### src/rtl/axon_pkg.sv
// Shared types and phase-length helpers for the axon row scheduler.
// Phase lengths are computed in 32-bit arithmetic and narrowed by the caller.
package axon_pkg;

  typedef enum logic [2:0] {
    ST_IDLE  = 3'd0,
    ST_LOAD  = 3'd1,
    ST_DRAIN = 3'd2,
    ST_EJECT = 3'd3,
    ST_SHIFT = 3'd4,
    ST_CLEAR = 3'd5
  } state_t;

  function automatic int unsigned load_len(input int unsigned k, input int unsigned n);
    return k + n - 1;
  endfunction

  function automatic int unsigned drain_len(input int unsigned rd_lat);
    return rd_lat + 2;
  endfunction

endpackage

### src/rtl/axon_sched_cnt.sv
// Loadable down-counter that saturates at zero and flags when it gets there.
module axon_sched_cnt #(
  parameter int W = 8
) (
  input  logic         clk,
  input  logic         rst_n,
  input  logic         load,
  input  logic [W-1:0] load_val,
  input  logic         dec,
  output logic [W-1:0] cnt,
  output logic         zero
);

  always_ff @(posedge clk or negedge rst_n) begin
    if (!rst_n) begin
      cnt <= '0;
    end else if (load) begin
      cnt <= load_val;
    end else if (dec && (cnt != '0)) begin
      cnt <= cnt - W'(1);
    end
  end

  assign zero = (cnt == '0);

endmodule

### src/rtl/axon_row_sched.sv
// Scheduler for one output-stationary PE row: skewed SRAM reads, accumulate,
// eject, shift-out and clear, one job per accepted start.
module axon_row_sched
  import axon_pkg::*;
#(
  parameter int NUM_PE = 16,
  parameter int K_W    = 10,
  parameter int RD_LAT = 1
) (
  input  logic                    clk,
  input  logic                    rst_n,
  input  logic                    start,
  input  logic                    abort,
  input  logic [K_W-1:0]          k_len,
  output logic                    busy,
  output logic                    done,
  output logic                    err,
  output logic                    ifmap_rd_en,
  output logic [K_W-1:0]          ifmap_rd_addr,
  output logic [NUM_PE-1:0]       wgt_rd_en,
  output logic [K_W*NUM_PE-1:0]   wgt_rd_addr,
  output logic [NUM_PE-1:0]       ifmap_in_sel,
  output logic [NUM_PE-1:0]       out_eject,
  output logic                    psum_clr,
  output logic                    out_valid,
  output logic [$clog2(NUM_PE)-1:0] out_idx
);

  localparam int IW       = $clog2(NUM_PE);
  localparam int CW       = K_W + IW + 1;
  localparam int DRAIN_M1 = int'(drain_len(RD_LAT)) - 1;

  state_t         state_q, state_d;
  logic [K_W-1:0] k_q;
  logic           err_q, abort_q;
  logic           accept, zero_job;

  logic           ph_load, ph_zero;
  logic [CW-1:0]  ph_val, ph_cnt;
  logic           rd_load, rd_zero;
  logic [K_W-1:0] rd_val, rd_rem;

  logic           in_load;
  logic [CW-1:0]  ld_m1, c_idx, k_ext;

  // ph_cnt times every phase; in SHIFT it doubles as the output index
  axon_sched_cnt #(.W(CW)) u_phase_cnt (
    .clk      (clk),
    .rst_n    (rst_n),
    .load     (ph_load),
    .load_val (ph_val),
    .dec      (1'b1),
    .cnt      (ph_cnt),
    .zero     (ph_zero)
  );

  axon_sched_cnt #(.W(K_W)) u_rd_cnt (
    .clk      (clk),
    .rst_n    (rst_n),
    .load     (rd_load),
    .load_val (rd_val),
    .dec      (in_load),
    .cnt      (rd_rem),
    .zero     (rd_zero)
  );

  always_ff @(posedge clk or negedge rst_n) begin
    if (!rst_n) begin
      state_q <= ST_IDLE;
      k_q     <= '0;
      err_q   <= 1'b0;
      abort_q <= 1'b0;
    end else begin
      state_q <= state_d;
      if (accept) k_q <= k_len;
      err_q   <= zero_job;
      abort_q <= abort && (state_q != ST_IDLE);
    end
  end

  always_comb begin
    state_d  = state_q;
    ph_load  = 1'b0;
    ph_val   = '0;
    rd_load  = 1'b0;
    rd_val   = '0;
    accept   = 1'b0;
    zero_job = 1'b0;
    if (abort) begin
      state_d = ST_IDLE;
    end else begin
      case (state_q)
        ST_IDLE: begin
          if (start) begin
            if (k_len != '0) begin
              accept  = 1'b1;
              state_d = ST_LOAD;
              ph_load = 1'b1;
              ph_val  = CW'(load_len(32'(k_len), NUM_PE) - 1);
              rd_load = 1'b1;
              rd_val  = k_len;
            end else begin
              zero_job = 1'b1;
            end
          end
        end
        ST_LOAD: begin
          if (ph_zero) begin
            state_d = ST_DRAIN;
            ph_load = 1'b1;
            ph_val  = CW'(DRAIN_M1);
          end
        end
        ST_DRAIN: begin
          if (ph_zero) begin
            state_d = ST_EJECT;
            ph_load = 1'b1;
          end
        end
        ST_EJECT: begin
          state_d = ST_SHIFT;
          ph_load = 1'b1;
          ph_val  = CW'(NUM_PE - 1);
        end
        ST_SHIFT: begin
          if (ph_zero) begin
            state_d = ST_CLEAR;
            ph_load = 1'b1;
          end
        end
        ST_CLEAR: state_d = ST_IDLE;
        default:  state_d = ST_IDLE;
      endcase
    end
  end

  assign in_load = (state_q == ST_LOAD);
  assign ld_m1   = CW'(load_len(32'(k_q), NUM_PE) - 1);
  assign c_idx   = ld_m1 - ph_cnt;
  assign k_ext   = CW'(k_q);

  assign busy      = (state_q != ST_IDLE);
  assign done      = (state_q == ST_CLEAR) || err_q;
  assign err       = err_q;
  assign psum_clr  = (state_q == ST_CLEAR) || abort_q;
  assign out_eject = {NUM_PE{state_q == ST_EJECT}};
  assign out_valid = (state_q == ST_SHIFT);
  assign out_idx   = out_valid ? IW'(ph_cnt) : '0;

  assign ifmap_in_sel  = NUM_PE'(1);
  assign ifmap_rd_en   = in_load && !rd_zero;
  assign ifmap_rd_addr = ifmap_rd_en ? (k_q - rd_rem) : '0;

  // Bank i runs i cycles behind PE0 to meet the ifmap as it hops down the chain
  for (genvar i = 0; i < NUM_PE; i++) begin : g_wgt
    localparam logic [CW-1:0] IDX = CW'(i);
    logic hit;
    assign hit                       = in_load && (c_idx >= IDX) && (c_idx < IDX + k_ext);
    assign wgt_rd_en[i]              = hit;
    assign wgt_rd_addr[i*K_W +: K_W] = hit ? K_W'(c_idx - IDX) : '0;
  end

endmodule

### config.mk
export PLATFORM = sky130hd
export DESIGN_NAME = axon_row_sched
export DESIGN_NICKNAME = d
export VERILOG_FILES = /design/src/rtl/axon_pkg.sv /design/src/rtl/axon_sched_cnt.sv /design/src/rtl/axon_row_sched.sv
export SDC_FILE = /design/constraint.sdc
export NUM_CORES = 1
export LEC_CHECK = 0
export ABC_CLOCK_PERIOD_IN_PS = 9600
export CAP_MARGIN = 30
export CORE_MARGIN = 4
export CORE_UTILIZATION = 55
export CTS_BUF_LIST = sky130_fd_sc_hd__clkbuf_16
export DETAILED_ROUTE_END_ITERATION = 10
export HOLD_SLACK_MARGIN = 0.06
export PLACE_DENSITY = 0.84
export SLEW_MARGIN = 20
export SYNTH_ARGS = -nofsm -noshare
export SYNTH_HDL_FRONTEND = slang
export SYNTH_SLANG_ARGS = --single-unit
export TNS_END_PERCENT = 5
### constraint.sdc
create_clock -name clk -period 9.6 [get_ports clk]
set_clock_uncertainty 0.2 [all_clocks]
set_input_delay 1.92 -clock clk [delete_from_list [all_inputs] [get_ports clk]]
set_output_delay 1.92 -clock clk [all_outputs]
set_load 0.02 [all_outputs]
* Word level (Yosys, flattened, before mapping)
Cells that the tools add are included.
** Word-level totals
- Bits in registers :: 40
- Word-level logic and storage cells :: 186
** Cells by class
- Equal/unequal tests :: 10
- Magnitude comparators :: 32
- $add $sub $neg :: 40
- Muxes and demuxes :: 49
- Reduce and logical (&&, ||, !) cells :: 49
** Operator list (number)
- 2-to-1 mux 10 bit :: 23
- < comparator 15 x 11 -> 1 bit :: 15
- >= comparator 15 x 4 -> 1 bit, second input constant :: 8
- adder 4 x 10 -> 11 bit, first input constant :: 8
- subtractor 10 x 4 -> 10 bit, second input constant :: 8
- 2-to-1 mux 15 bit :: 5
- >= comparator 15 x 3 -> 1 bit, second input constant :: 4
- case mux 15 bit (3 select lines) :: 1
- adder 3 x 10 -> 11 bit, first input constant :: 4
- subtractor 10 x 3 -> 10 bit, second input constant :: 4
- logical AND 1 bit :: 35
- >= comparator 15 x 1 -> 1 bit, second input constant :: 2
- >= comparator 15 x 2 -> 1 bit, second input constant :: 2
- subtractor 12 x 2 -> 13 bit, second input constant :: 2
- subtractor 11 x 1 -> 12 bit, second input constant :: 2
- adder 10 x 5 -> 11 bit, second input constant :: 2
- adder 2 x 10 -> 11 bit, first input constant :: 2
- nonzero test 10 bit :: 2
- subtractor 10 x 1 -> 10 bit, second input constant :: 2
- subtractor 10 x 2 -> 10 bit, second input constant :: 2
- 2-to-1 mux 3 bit :: 6
- logical NOT 15 bit :: 1
- < comparator 15 x 10 -> 1 bit :: 1
- case mux 3 bit (5 select lines) :: 1
- other kinds (22) :: 38

* Depth between registers and ports, before layout
Gate-level depths: netlist of the first run.
- Depth after elaboration :: 8
- Mapped depth :: 26
- Gate-level depth less buffers :: 21

* Modules after synthesis
Synthesis of the first run repeated with hierarchy kept, for this count alone.
** Second synthesis, totals
- Cells, all modules :: 1732
- Area, all modules :: 12354.3 sq um
** By module, submodules not included
- axon_row_sched :: area each 10784.1 sq um, instances 1, cells an instance 1552
- axon_sched_cnt at u_phase_cnt :: area each 948.4 sq um, instances 1, cells an instance 113
- axon_sched_cnt at u_rd_cnt :: area each 621.8 sq um, instances 1, cells an instance 67

* Least setup slack after synthesis of the first run
No wires, ideal clock.
- Path type :: register -> output
- From :: reg k_q[3]
- To :: out wgt_rd_addr[10]
- Arrival :: 6.613 ns
- Path slack :: 0.867 ns
- Cell stages (with the launch flop) :: 21
- Path through :: dfrtp_1 buf_2 clkinv_1 ha_1 and3_1 a211oi_1 xnor2_1 nand3_1 xor2_1 ha_1 o21ai_0 or2_1 a211oi_2 nor2_1 xnor2_1 ha_1 nand4_1 nor2_1 a221o_1 clkbuf_1 a2111oi_0
** On the way
- Word-level cells in the longest chain between the ends :: 8
- Elaborated cells on any way between the ends :: 10
** Ends and longest elaborated chain
- start: declaration :: line axon_row_sched.sv:34 : logic [K_W-1:0] k_q;
- start signal: assignment :: line axon_row_sched.sv:75 : if (accept) k_q <= k_len;
- adder 10 x 5 -> 11 bit :: line axon_pkg.sv:15 : return k + n - 1;
- subtractor 11 x 1 -> 12 bit :: line axon_pkg.sv:15
- subtractor 12 x 2 -> 13 bit :: line axon_row_sched.sv:138 : assign ld_m1 = CW'(load_len(32'(k_q), NUM_PE) - 1);
- subtractor 15 bit :: line axon_row_sched.sv:139 : assign c_idx = ld_m1 - ph_cnt;
- >= comparator 15 x 1 -> 1 bit :: line axon_row_sched.sv:158 : assign hit = in_load && (c_idx >= IDX) && (c_idx < IDX + k_ext);
- logical AND 1 bit :: line axon_row_sched.sv:158
- logical AND 1 bit * :: line axon_row_sched.sv:158
- 2-to-1 mux 10 bit * :: line axon_row_sched.sv:160 : assign wgt_rd_addr[i*K_W +: K_W] = hit ? K_W'(c_idx - IDX) : '0;
- end: declaration :: line axon_row_sched.sv:21 : output logic [K_W*NUM_PE-1:0] wgt_rd_addr,
Mark *: on every way between the ends. The rest lies on a longest branch, timed or not.

* Worst setup path after layout of the first run
- From :: reg k_q[0]
- To :: out wgt_rd_addr[23]
** On the way
- Word-level cells in the longest chain between the ends :: 8
- Elaborated cells on any way between the ends :: 11
** Ends and longest elaborated chain (line)
- adder 10 x 5 -> 11 bit :: axon_pkg.sv:15
- subtractor 11 x 1 -> 12 bit :: axon_pkg.sv:15
- subtractor 12 x 2 -> 13 bit :: axon_row_sched.sv:138
- subtractor 15 bit :: axon_row_sched.sv:139
- >= comparator 15 x 2 -> 1 bit :: axon_row_sched.sv:158
- logical AND 1 bit (2 in a row) :: axon_row_sched.sv:158
- 2-to-1 mux 10 bit * :: axon_row_sched.sv:160
Marks and branches as above.

==> summary.txt, run 1 <==
CTS
  • CTS tree: done
  • Clock slew at reported path FFs: 0.06 ns
  • Clk root buf: clkbuf_16
  • Post CTS Setup Buffer Count: 0
  • CTS Buf Count: 5
  • Clock sinks: 40
  • Worst-case clock buffer depth: 2
  • Skew-Pair Late Insertion Delay: 0.29 ns
  • CTS H-Tree Depth: 2

Min path
  • Hold depth: 1
  • Hold Crit Class: flop to flop

Setup path
  • Worst setup path class: flop to output pin
  • CP max FO: 16
  • Worst EP arrival: 7.10 ns
  • R2r worst-path depth: 8
  • Worst setup EP type: output pin
  • Worst EP required: 7.48 ns
  • Crit path launch type: flop

Floorplanning
  • Core footprint: 21,800 um2
  • IO Count: 242
  • Initial core utilization: 0.561
  • Row count: 54
  • Die H: 157 um
  • Die area: 24,700 um2
  • Die W: 157 um

Routing
  • Drt initial violations: 1,465
  • 1st-pass router iterations: 6
  • WL per Instance: 21.2 um
  • DRT Wirelength: 44.5 mm
  • DRC viols: 0
  • Via/cell ratio: 6.37
  • Post-DRT Antenna Nets: 0
  • Via count: 13,300

Yosys
  • Leading register cell type out of synthesis: dfrtp_1
  • Largest family of logic cells by synthesized area: simple AND/OR/NAND/NOR gates
  • Cells after Synth: 1,656
  • Mux cell area share after synthesis: 0.000920
  • Synthesized area: 12,200 um2
  • Flops & latches, synth: 40
  • Avg Synthesized Cell Area: 7.39 um2
  • Register area share after synthesis: 0.0818
  • Yosys top cell area share: 0.211
  • Synth Area in Simple Gates: 0.223
  • Area leader, netlist: ha_1
  • Commonest cells post-synth: 226 x xnor2_1, 206 x ha_1, 148 x nand2_1
  • Count leader, synth: xnor2_1
  • Xor and xnor area share after synthesis: 0.184
  • Synth Area in Compound Gates: 0.202
  • Number of flops mapped to enable cells by yosys: 0
  • Adder-Cell Fraction of Synth Area: 0.215
  • Ys Warns: 0
  • Dominant cells by area after synthesis: ha_1 21%, xnor2_1 16%, dfrtp_1 8.2%, a2111oi_0 4.6%, nand2_1 4.5%
  • Async SR Flop Fraction: 1.00
  • Netlist cell types: 80

STA
  • Measured slew at the worst slew-check pin: 1.02 ns
  • Final TNS setup: 0 ns
  • Relative slew slack: 0.322
  • Max Clk Rate: 109 MHz
  • Fin. Hold Viols: 0
  • RSZ-0062 raised after global routing: no
  • Final Max Slew Viols: 0
  • Period utilization: 0.960
  • Final setup viols: 0
  • Final Critical Period: 9.22 ns

Global route
  • Total global routing overflow: 0
  • Gr usage total: 0.340
  • Largest net degree at the start of global routing: 48
  • Initial antenna violation count: 1
  • First-pass GRT wire length: 68.4 mm
  • Vias in the first global route: 12,900

Placed design
  • DP HPWL: 34.0 mm
  • Buffers on Ports: 225
  • Final RePlAce weighted congestion: 1.02

Layout
  • Layout cell share with drive strength beyond 1: 0.0629
  • Fin nets: 2,035
  • Diodes inserted: 0
  • Layout area overhead: 21.6%
  • Filler Cell Count: 1,818

Outcome
  • Status: finished, final reports clean

Flow run
  • Max-cap violation count: 0
-- worst max-delay path: stages, from the launching register on --
cell,delay (ns)
dfrtp_1,0.69
inv_1,0.27
ha_1,0.34
xnor2_1,0.37
inv_1,0.11
nor3_1,0.29
nand3_1,0.17
nor2_1,0.26
nand3_1,0.13
xor2_1,0.19
ha_1,0.50
nand2_1,0.09
a311oi_1,0.49
nor2_1,0.12
xnor2_1,0.16
buf_4,0.30
ha_1,0.30
nand4_1,0.11
nor2_1,0.05
a221o_1,0.52
nand2b_1,0.22
a211oi_1,0.44
clkdlybuf4s50_1,0.70
-- through the flow --
stage	worst slack, ns	utilization	hold slack (ns)	area [um2]	std cells
floorplan	0.867	-	0.279	12300	1670
global placement	0.529	0.670	0.305	14600	2081
CTS	0.0119	0.680	0.321	14800	2091
global route	0.0134	0.682	0.368	14900	2093
finish	0.385	0.682	0.322	14900	2093
detailed placement	0.366	0.672	0.305	14700	2084
-- cells in the final DEF (no fill, tap or decap), drive strengths merged, types with 6 or more instances in the layout --
master and count:
xnor2 226, a31oi 11, nor2b 14, o31ai 8, o21ai 51, conb 16, a211oi 27, nor3 93
a22oi 6, nor4 36, nand3 43, a21boi 10, inv 75, o21bai 6, a21oi 73, clkdlybuf4s50 224
nor2 132, and2 10, and3 14, nor4b 7, o211ai 9, o21a 7, buf 70, clkinv 6
dfrtp 40, a2111oi 66, xor2 28, nand4 19, nand2 148, ha 206, nand2b 20, a21o 47
-- final cells by class --
type	instances	area (um2)	share of cell area
Multi-Input combinational cell	1391	10300	0.689
Timing Repair Buffer	294	2790	0.187
Sequential cell	40	1000	0.0672
Tap cell	280	350	0.0235
Inverter	81	305	0.0205
Clock buffer	5	125	0.00841
Clock inverter	2	60.1	0.00403
-- repair_timing --
action                                  4_1_cts  5_1_grt
endpoints found under the setup margin        0       11
hold buffers                                  0        0
gates resized for setup                       0        4
-- cell families after synthesis --
family,after synthesis
buf+inv,239
compound gates,351
simple gates,559
mux,1
other cells,2
xor+xnor,255
flops,40
fa+ha+maj,209
-- path summary, 6_finish.rpt --
check | start | end | slack [ns]
setup / recovery | k_q[0] | wgt_rd_addr[23] | 0.38
hold / removal | u_rd_cnt.cnt[3] | u_rd_cnt.cnt[3] | 0.32
setup reg to reg | u_phase_cnt.cnt[2] | u_phase_cnt.cnt[10] | 6.04
hold reg to reg | u_rd_cnt.cnt[3] | u_rd_cnt.cnt[3] | 0.32
max in group asynchronous | rst_n | u_phase_cnt.cnt[13] | 7.48
min in group asynchronous | rst_n | u_rd_cnt.cnt[9] | 1.28
-- flip-flops by register name (all words and copies together) (netlist names) --
register and count:
k_q 10, u_phase_cnt.cnt 15, abort_q 1, u_rd_cnt.cnt 10, err 1, state_q 3
-- routing by layer --
| metal | vias up | wire (um) | global-route usage |
|---|---|---|---|
| met2 | 812 | 20300 | 0.581 |
| met4 | 2 | 2650 | 0.167 |
| met5 | - | 13 | 0 |
| met3 | 196 | 4370 | 0.0451 |
| met1 | 6164 | 17100 | 0.421 |
| li1 | 6153 | - | - |
Power of run 1 is left out: the tool's default activity adds up to more than one toggle a clock period on the data nets, which glitch-free logic cannot reach.
==> run 2: changes to the inputs <==
- CORE_MARGIN: 4 -> not set
==> run 2 against run 1 <==
  * Fmax is 0.64% lower
  * Via count fell by 1.4%
  * Worst hold slack improved by 0.022 ns
  * Sequential share of layout area about the same
  * Wire length decreased by 3.8%
  * Sequential cell count did not move
  * Utilization down 0.18 points
  * Critical path depth is the same
  * First-iteration DRC count is 30% lower
  * Cell count fell by 0.19%
==> summary.txt, run 2 (synthesized netlist as in run 1, its figures left out) <==
CTS
  • Clock slew at reported path FFs: 0.06 ns
  • CTS tree: done
  • Clock sinks: 40
  • Worst-case clock buffer depth: 2
  • Skew-Pair Late Insertion Delay: 0.29 ns
  • CTS Buf Count: 5
  • CTS H-Tree Depth: 2
  • Clk root buf: clkbuf_16

Floorplanning
  • Die H: 151 um
  • Die area: 22,900 um2
  • IO Count: 242
  • Initial core utilization: 0.561
  • Row count: 54
  • Die W: 151 um
  • Core footprint: 21,800 um2

Placed design
  • Final RePlAce weighted congestion: 1.01
  • Buffers on Ports: 225
  • DP HPWL: 32.8 mm

Layout
  • Multi-input gate area in the final layout: 10,300 um2
  • Fin nets: 2,030
  • Biggest regs: u_phase_cnt.cnt: 15 flops, k_q: 10 flops, u_rd_cnt.cnt: 10 flops
  • Biggest register: u_phase_cnt.cnt
  • Leading cell type in the layout, fill and taps excluded: clkdlybuf4s50_1
  • Most frequent cells in the layout: 224 x clkdlybuf4s50_1, 222 x xnor2_1, 206 x ha_1
  • Largest register FFs: 15
  • Layout area overhead: 21.3%
  • Reg area: 1000 um2
  • Layout cell share with drive strength beyond 1: 0.0603
  • Filler Cell Count: 1,870
  • Diodes inserted: 0

STA
  • Relative slew slack: 0.309
  • Max Clk Rate: 108 MHz
  • Period utilization: 0.966
  • Final Max Slew Viols: 0
  • RSZ-0062 raised after global routing: no
  • Final setup viols: 0
  • Fin. Hold Viols: 0
  • Final Critical Period: 9.27 ns
  • Measured slew at the worst slew-check pin: 1.02 ns
  • Final TNS setup: 0 ns

Global route
  • Gr usage total: 0.365
  • Initial antenna violation count: 0
  • Total global routing overflow: 0
  • Largest net degree at the start of global routing: 96
  • First-pass GRT wire length: 65.5 mm
  • Vias in the first global route: 12,200

Setup path
  • R2r worst-path depth: 8
  • Worst setup EP type: output pin
  • Crit path launch type: flop
  • Worst setup path class: flop to output pin
  • R2r setup slk: 6.04 ns
  • Worst EP arrival: 7.15 ns
  • Worst EP required: 7.48 ns
  • CP max FO: 14

Routing
  • DRT Wirelength: 42.8 mm
  • Post-DRT Antenna Nets: 0
  • DRC viols: 0
  • WL per Instance: 20.5 um
  • 1st-pass router iterations: 6
  • Drt initial violations: 1,026
  • Via/cell ratio: 6.29
  • Via count: 13,100

Flow run
  • Max-cap violation count: 0

Min path
  • Hold Crit Class: flop to flop
  • Hold depth: 2

Outcome
  • Status: finished, final reports clean
run 2: repair_timing:
action / CTS / global route
gates resized for setup: 0 / 2
hold buffers: 0 / 0
buffers inserted: 0 / 5
setup endpoints to repair: 0 / 3
run 2: metal layers:
metal  GRT usage  part of all wire  routed length (um)
met5           0                 0                   0
met4       0.179             0.047                1990
met3      0.0518             0.087                3720
met2       0.629              0.47               20200
met1       0.443              0.39               16900
run 2: layout make-up:
cell class,instances,share of cell area
clock buffer,5,0.00843
timing repair buffer,289,0.186
tap,280,0.0236
clock inverter,3,0.00261
inverter,81,0.0206
multi-input combinational,1391,0.691
sequential,40,0.0675
run 2: worst max-delay path: stages, from the launching register on:
cell and delay, ns:
dfrtp_1 0.36, buf_4 0.20, inv_1 0.28, ha_1 0.40
inv_1 0.11, a211oi_1 0.46, xnor2_1 0.27, nand3_1 0.22
xor2_1 0.19, ha_1 0.43, o21ai_0 0.13, or2_1 0.28
a211oi_2 0.35, nor2_1 0.12, xnor2_2 0.13, buf_4 0.27
buf_4 0.23, ha_1 0.27, nand4_1 0.10, nor2_1 0.06
a221o_1 0.50, a2111oi_0 0.75, clkdlybuf4s50_1 0.74
run 2: worst paths after layout:
| check | from | endpoint |
|---|---|---|
| max | k_q[2] | wgt_rd_addr[22] |
| min | u_phase_cnt.cnt[12] | u_phase_cnt.cnt[12] |
| max reg2reg | u_phase_cnt.cnt[2] | u_phase_cnt.cnt[10] |
| min reg2reg | u_phase_cnt.cnt[12] | u_phase_cnt.cnt[12] |
| max in group asynchronous | rst_n | state_q[1] |
| min in group asynchronous | rst_n | u_rd_cnt.cnt[3] |
run 2: per-stage QoR:
stage | area, um2 | hold slack [ns] | cells | setup slack (ns) | util
after floorplan | 12300 | 0.279 | 1670 | 0.867 | -
after global placement | 14600 | 0.307 | 2074 | 0.881 | 0.669
after detailed placement | 14600 | 0.306 | 2074 | 0.696 | 0.669
after CTS | 14800 | 0.339 | 2082 | 0.368 | 0.677
after global routing | 14800 | 0.360 | 2089 | 0.0318 | 0.680
final | 14800 | 0.344 | 2089 | 0.325 | 0.680
Power of run 2 is left out for the same reason.
